[src/rtl/powersaver_pkg.sv]
// Shared state encoding and parameter defaults for the stopwatch display power-saver.
package powersaver_pkg;

   typedef enum logic [1:0] {
      ACTIVE = 2'b00,
      ARMED  = 2'b01,
      WARN   = 2'b10,
      SLEEP  = 2'b11
   } ps_state_t;

   localparam int WARN_CYCLES_DEF = 8;
   localparam int BLINK_DIV_DEF   = 4;

endpackage

[src/rtl/powersaver_ctrl_edge_detect.sv]
// Rising-edge detector: registers d and flags the cycle where it goes 0 -> 1.
module edge_detect (
   input  logic clk,
   input  logic reset,
   input  logic d,
   output logic rise
);

   logic d_q;

   always_ff @(posedge clk or posedge reset) begin
      if (reset) d_q <= 1'b0;
      else       d_q <= d;
   end

   assign rise = d & ~d_q;

endmodule

[src/rtl/powersaver_ctrl.sv]
// Display power-saver: blinks the display while paused at the idle mark, then sleeps it.
// Optional build macro POWERSAVER_AUTOWAKE_EN: a falling edge of pause also leaves SLEEP.
//
// state  | meaning
// ACTIVE | display on, not paused
// ARMED  | paused, waiting for the idle mark
// WARN   | blinking the display, warn timer running
// SLEEP  | display off, counter held
module powersaver_ctrl
   import powersaver_pkg::*;
#(
   parameter int WARN_CYCLES = WARN_CYCLES_DEF,
   parameter int BLINK_DIV   = BLINK_DIV_DEF
) (
   input  logic       clk,
   input  logic       reset,
   input  logic       signalpowersaver,
   input  logic       pause,
   input  logic       wake,
   output logic       display_en,
   output logic       blink,
   output logic       sleep,
   output logic       count_hold,
   output logic [1:0] state
);

   localparam int TW = $clog2(WARN_CYCLES);
   localparam int BW = (BLINK_DIV > 1) ? $clog2(BLINK_DIV) : 1;
   localparam logic [TW-1:0] T_LAST = TW'(WARN_CYCLES - 1);
   localparam logic [BW-1:0] B_LAST = BW'(BLINK_DIV - 1);

   ps_state_t     state_q, state_d;
   logic [TW-1:0] timer_q, timer_d;
   logic [BW-1:0] bcnt_q, bcnt_d;
   logic          phase_q, phase_d;
   logic          wake_rise;
   logic          leave_sleep;

   edge_detect u_wake_edge (
      .clk   (clk),
      .reset (reset),
      .d     (wake),
      .rise  (wake_rise)
   );

`ifdef POWERSAVER_AUTOWAKE_EN
   logic pause_fall;

   // Rise of ~pause is a fall of pause; its reset value only matters outside SLEEP.
   edge_detect u_pause_edge (
      .clk   (clk),
      .reset (reset),
      .d     (~pause),
      .rise  (pause_fall)
   );

   assign leave_sleep = wake_rise | pause_fall;
`else
   assign leave_sleep = wake_rise;
`endif

   always_ff @(posedge clk or posedge reset) begin
      if (reset) begin
         state_q <= ACTIVE;
         timer_q <= '0;
         bcnt_q  <= '0;
         phase_q <= 1'b0;
      end else begin
         state_q <= state_d;
         timer_q <= timer_d;
         bcnt_q  <= bcnt_d;
         phase_q <= phase_d;
      end
   end

   // Timer and blink state default to cleared, so any entry into WARN starts fresh.
   always_comb begin
      state_d = state_q;
      timer_d = '0;
      bcnt_d  = '0;
      phase_d = 1'b0;
      if (wake_rise) begin
         state_d = ACTIVE;
      end else begin
         case (state_q)
            ACTIVE: begin
               if (pause) state_d = ARMED;
            end
            ARMED: begin
               if (!pause)                state_d = ACTIVE;
               else if (signalpowersaver) state_d = WARN;
            end
            WARN: begin
               if (!pause) begin
                  state_d = ACTIVE;
               end else if (timer_q == T_LAST) begin
                  state_d = SLEEP;
               end else begin
                  timer_d = timer_q + 1'b1;
                  if (bcnt_q == B_LAST) begin
                     bcnt_d  = '0;
                     phase_d = ~phase_q;
                  end else begin
                     bcnt_d  = bcnt_q + 1'b1;
                     phase_d = phase_q;
                  end
               end
            end
            SLEEP: begin
               if (leave_sleep) state_d = ACTIVE;
            end
            default: state_d = ACTIVE;
         endcase
      end
   end

   always_comb begin
      display_en = 1'b1;
      blink      = 1'b0;
      sleep      = 1'b0;
      count_hold = 1'b0;
      case (state_q)
         WARN: begin
            blink      = phase_q;
            display_en = ~phase_q;
         end
         SLEEP: begin
            display_en = 1'b0;
            sleep      = 1'b1;
            count_hold = 1'b1;
         end
         default: ;
      endcase
   end

   assign state = state_q;

endmodule

[config.mk]
export PLATFORM = sky130hd
export DESIGN_NAME = powersaver_ctrl
export DESIGN_NICKNAME = d
export VERILOG_FILES = /design/src/rtl/powersaver_pkg.sv /design/src/rtl/powersaver_ctrl_edge_detect.sv /design/src/rtl/powersaver_ctrl.sv
export SDC_FILE = /design/constraint.sdc
export NUM_CORES = 1
export LEC_CHECK = 0
export CAP_MARGIN = 20
export CORE_AREA = 2 2 39 41
export DETAILED_ROUTE_END_ITERATION = 8
export DIE_AREA = 0 0 41 43
export HOLD_SLACK_MARGIN = 0.1
export PLACE_DENSITY = 0.69
export SYNTH_ARGS = -nofsm -noshare
export SYNTH_HDL_FRONTEND = slang
export SYNTH_SLANG_ARGS = --single-unit
[constraint.sdc]
create_clock -name clk -period 3.17 [get_ports clk]
set_input_delay 0.634 -clock clk [delete_from_list [all_inputs] [get_ports clk]]
set_output_delay 0.634 -clock clk [all_outputs]
set_load 0.005 [all_outputs]
=== Word level (Yosys, flattened, before mapping) ===
Cells that the tools add are included.

* Bits in registers: 9
* Word-level logic and storage cells: 46
* Input port bits: 5

* Mux-type cells: 24
* Reductions and logical operators: 2
* Add/subtract/negate cells: 2
* Eq/ne operators: 10
* Bitwise gates (word level): 3

{| class="wikitable"
|+ Operators with widths
! cell !! number
|-
| 2-to-1 mux 2 bit || 11
|-
| 2-to-1 mux 3 bit || 4
|-
| inequality test 4 bit (second input constant) || 2
|-
| 2-to-1 mux 1 bit || 7
|-
| == test 2 bit (second input constant) || 3
|-
| case mux 2 bit (3 select lines) || 1
|-
| inequality test 5 bit (second input constant) || 1
|-
| AND reduction 4 bit || 1
|-
| adder 3 x 1 -> 3 bit (second input constant) || 1
|-
| == test 3 bit (second input constant) || 1
|-
| inequality test 3 bit (second input constant) || 1
|-
| adder 2 x 1 -> 2 bit (second input constant) || 1
|-
| == test 2 x 1 -> 1 bit (second input constant) || 1
|-
| zero test 2 bit || 1
|-
| inequality test 2 bit (second input constant) || 1
|-
| inverter 1 bit || 2
|-
| case mux 1 bit (2 select lines) || 1
|-
| bitwise AND 1 bit || 1
|}

=== Logic depth before layout (Yosys ltp) ===
* Depth after elaboration: 6
* Depth in mapped cells: 5
* Depth with buffers taken out: 5

=== By module ===
Synthesis repeated with hierarchy kept, for this count alone.

* Cell total of the unflattened synthesis: 46
* Area total of the unflattened synthesis: 515.5 um^2

{| class="wikitable"
|+ Modules (own cells, without submodules)
! module !! cells an instance !! sequential area each (um^2) !! times used !! area each (um^2)
|-
| powersaver_ctrl || 43 || 200.2 || 1 || 473.0
|-
| edge_detect || 3 || 25.0 || 1 || 42.5
|}

=== Worst setup path after synthesis ===
Ideal clock, no wire load.

* Kind: reg2out
* Start: reg state_q[0], in the netlist state[0]
* End: out display_en
* Cell stages (with the launch flop): 5
* Setup slack: 1.476 ns
* Buffers on the path: 0
* Arrival: 1.060 ns
* Cells stage by stage: dfrtp_1 -> inv_1 -> ha_1 -> and2_1 -> a21oi_1

* Word-level cells in the longest chain between the ends: 2

{| class="wikitable"
|+ RTL lines
! element !! RTL line !! RTL
|-
| from (decl) || powersaver_ctrl.sv:32 || <nowiki>ps_state_t state_q, state_d;</nowiki>
|-
| from (signal assigned) || powersaver_ctrl.sv:69 || <nowiki>state_q <= state_d;</nowiki>
|-
| == test 2 bit || powersaver_ctrl.sv:122 || <nowiki>case (state_q)</nowiki>
|-
| case mux 1 bit (2 select lines) * || powersaver_ctrl.sv:122 ||
|-
| to (decl) || powersaver_ctrl.sv:20 || <nowiki>output logic display_en,</nowiki>
|}

Mark *: on every way between the ends. The rest lies on a longest branch, timed or not.

=== Final worst setup path ===
Same ends and word-level chain as after synthesis.

==> run metrics <==
Die H=around 43 µm; Final nets=74; CTS buffer count=3; Fillers=about 140; first-pass GRT wire length=1.642 mm; WS Path Type=register to output port; register area share after synthesis=between 40% and 50%; largest net degree at the start of global routing=10; Critical Path AT=~1.9 ns; Setup WS post-layout=between 0.6 and 0.7 ns; #FFs+latches synth=9; RR Startpoint=state[0]; core area=between 1000 and 1500 µm²; Power Density=about 530 nW/µm²; r2r setup slk=between 1.5 and 2 ns; Starting Density=a little under two fifths; worst vdd ir=approximately 0.21 mV; setup total negative slack=0 ns; router iterations before antenna repair=2; Seq pwr share=approximately 40%; RSZ-0062 raised after global routing=false; combinational fraction of design power=35.7%; Hold Buf Count CTS=0; final WL=around 900 µm; Worst slew margin=about three quarters; CTS tree=done; reg2reg end=state[1]; Synth Net Count=60; PortBufs=10; Startpoint Class=register; Place WS=about 0.94 ns; Post-CTS Setup Repair Bufs=0; max-slew violation count=0; final period utilization=approximately 79%; vias=380; mean routed wirelength per cell=11.68 µm; hold depth=1; Final Hold Fails=0; # setup viols final=0; fin util=between 40% and 50%; Die W=between 40 and 50 µm; # placed instances=73; Syn-to-layout area delta=27.07%; Worst Hold Path EP=bcnt_q[0]; NetSw=roughly 0.11 mW; share of layout cells above drive strength 1=about a tenth; status=completed; DP Area=approximately 630 µm²; htree depth=1; final clock skew=around 0.0054 ns; cell area after layout=roughly 650 µm²; Required @ worst endpoint=~2.5 ns; clk sinks=9; Max Freq=around 0.40 GHz; GRT Overall Usage=14.80%; Min Hold Slack=around 0.44 ns; gr ovfl total=0; worst r2r path cells=5; n_diodes=0; Pwr Total=between 0.3 and 0.4 mW; CTS max path bufs=2; initial antenna violation count=0; fin crit period=2.506 ns; sw frac=between 30% and 40%; Max FO, Critical Path=8; gpl congestion=between 0.6 and 0.7; die area=1763 µm²; Final Non-Filler Cells=77; Post-Synthesis Cell Area=513.0 µm²; final antenna-violating net count=0; DRC violations left=0; yosys warns=0; Worst Max-Slew Pin Slew=0.3779 ns; Root Buffer=clkbuf_4; hold path startpoint=bcnt_q[0]; later-pin clock latency in the skew report=0.26 ns; vias per cell=approximately 4.9; initial drt markers=6; clock network power share=roughly a quarter; Clock Pin Slew Worst Setup and Hold Paths=about 0.060 ns; nature of the critical path endpoint=output port; LEAKAGE=slightly above 0.3 nW; DP HPWL=705.8 µm; min-delay worst type=register to register; Mapped Cells=48; # rows=14; max_cap viols=0; I/O pin cnt=11; syn avg cell area=~11 µm²; vias in the first global route=391; internal power=approximately 0.24 mW; PostCTS Resize Cnt=0; Cell variety after synth=23
power groups by stage:
stage	combinational, mW	clock (mW)	sequential, mW
after floorplan	0.0768	0	0.139
after global placement	0.124	0	0.139
after detailed placement	0.126	0	0.141
after CTS	0.126	0.0923	0.138
after global routing	0.142	0.0985	0.141
final	0.124	0.0851	0.139
flip-flops by register name, indices dropped and copies added (netlist names):
name             flops
phase_q              1
state                2
timer_q              3
bcnt_q               2
u_wake_edge.d_q      1
layer usage:
metal / vias up / global-route usage, % / routed length (µm)
met5: - / 0 / 0
met4: 0 / 12.00 / 39
met3: 5 / 3.141 / 43
met2: 12 / 22.50 / 414
met1: 172 / 16.61 / 402
li1: 191 / - / -
worst max-delay path: stages (launching register included):
cell and delay [ns]:
dfrtp_1 0.42, inv_1 0.10, ha_1 0.30, and2_1 0.18, a21oi_1 0.11, clkdlybuf4s50_1 0.51
area by class of cell:
class	instances	area [µm²]	share of cell area (%)
well taps	16	20.02	3.071
inverters	6	22.52	3.455
flip-flops and latches	9	225.2	34.55
clock buffers	4	26.28	4.031
multi-input cells	32	257.7	39.54
repair buffers	10	100.1	15.36
logic make-up (layout without fill, tap and decap cells):
| group | after synthesis | after routing | share of synthesized area (%) |
|---|---|---|---|
| compound gates | 4 | 4 | 5.610 |
| xor+xnor | 1 | 1 | 1.708 |
| fa+ha+maj | 7 | 7 | 17.07 |
| buf+inv | 7 | 20 | 5.854 |
| flops | 9 | 9 | 43.90 |
| mux | 1 | 1 | 1.951 |
| simple gates | 19 | 19 | 23.90 |
synth_stat cells (all sizes together):
cell	n	share of area, %
nor3	1	0.97
and4	1	2.0
nor2	5	3.7
a21oi	1	0.97
dfrtp	9	44
mux2i	1	2.0
nand4b	2	3.4
and2	1	1.2
nor2b	1	1.2
a211oi	1	1.5
ha	7	17
a2111oi	1	1.7
buf	1	1.5
nor4	1	1.2
nand2b	3	4.1
inv	6	4.4
nand2	1	0.73
o31ai	1	1.5
or3	1	1.2
and3b	2	4.1
xnor2	1	1.7
how the worst max path moves through the flow:
stage | start | end | slack, ns | depth (start not counted)
after floorplan | state[0] | display_en | 1.48 | 4
after global routing | state[0] | display_en | 0.52 | 5
after global placement | state[0] | display_en | 0.99 | 5
after CTS | state[0] | display_en | 0.65 | 5
final | state[0] | display_en | 0.66 | 5
after detailed placement | state[0] | display_en | 0.94 | 5
cells in the final DEF, fill, tap and decap left out, types with 2 or more instances in the layout:
master           count
nand2b_1             2
nor2_1               5
nand4b_1             2
clkbuf_4             3
inv_1                6
dfrtp_1              9
ha_1                 7
clkdlybuf4s50_1     10
No activity file was read; power rests on OpenSTA's default activity.
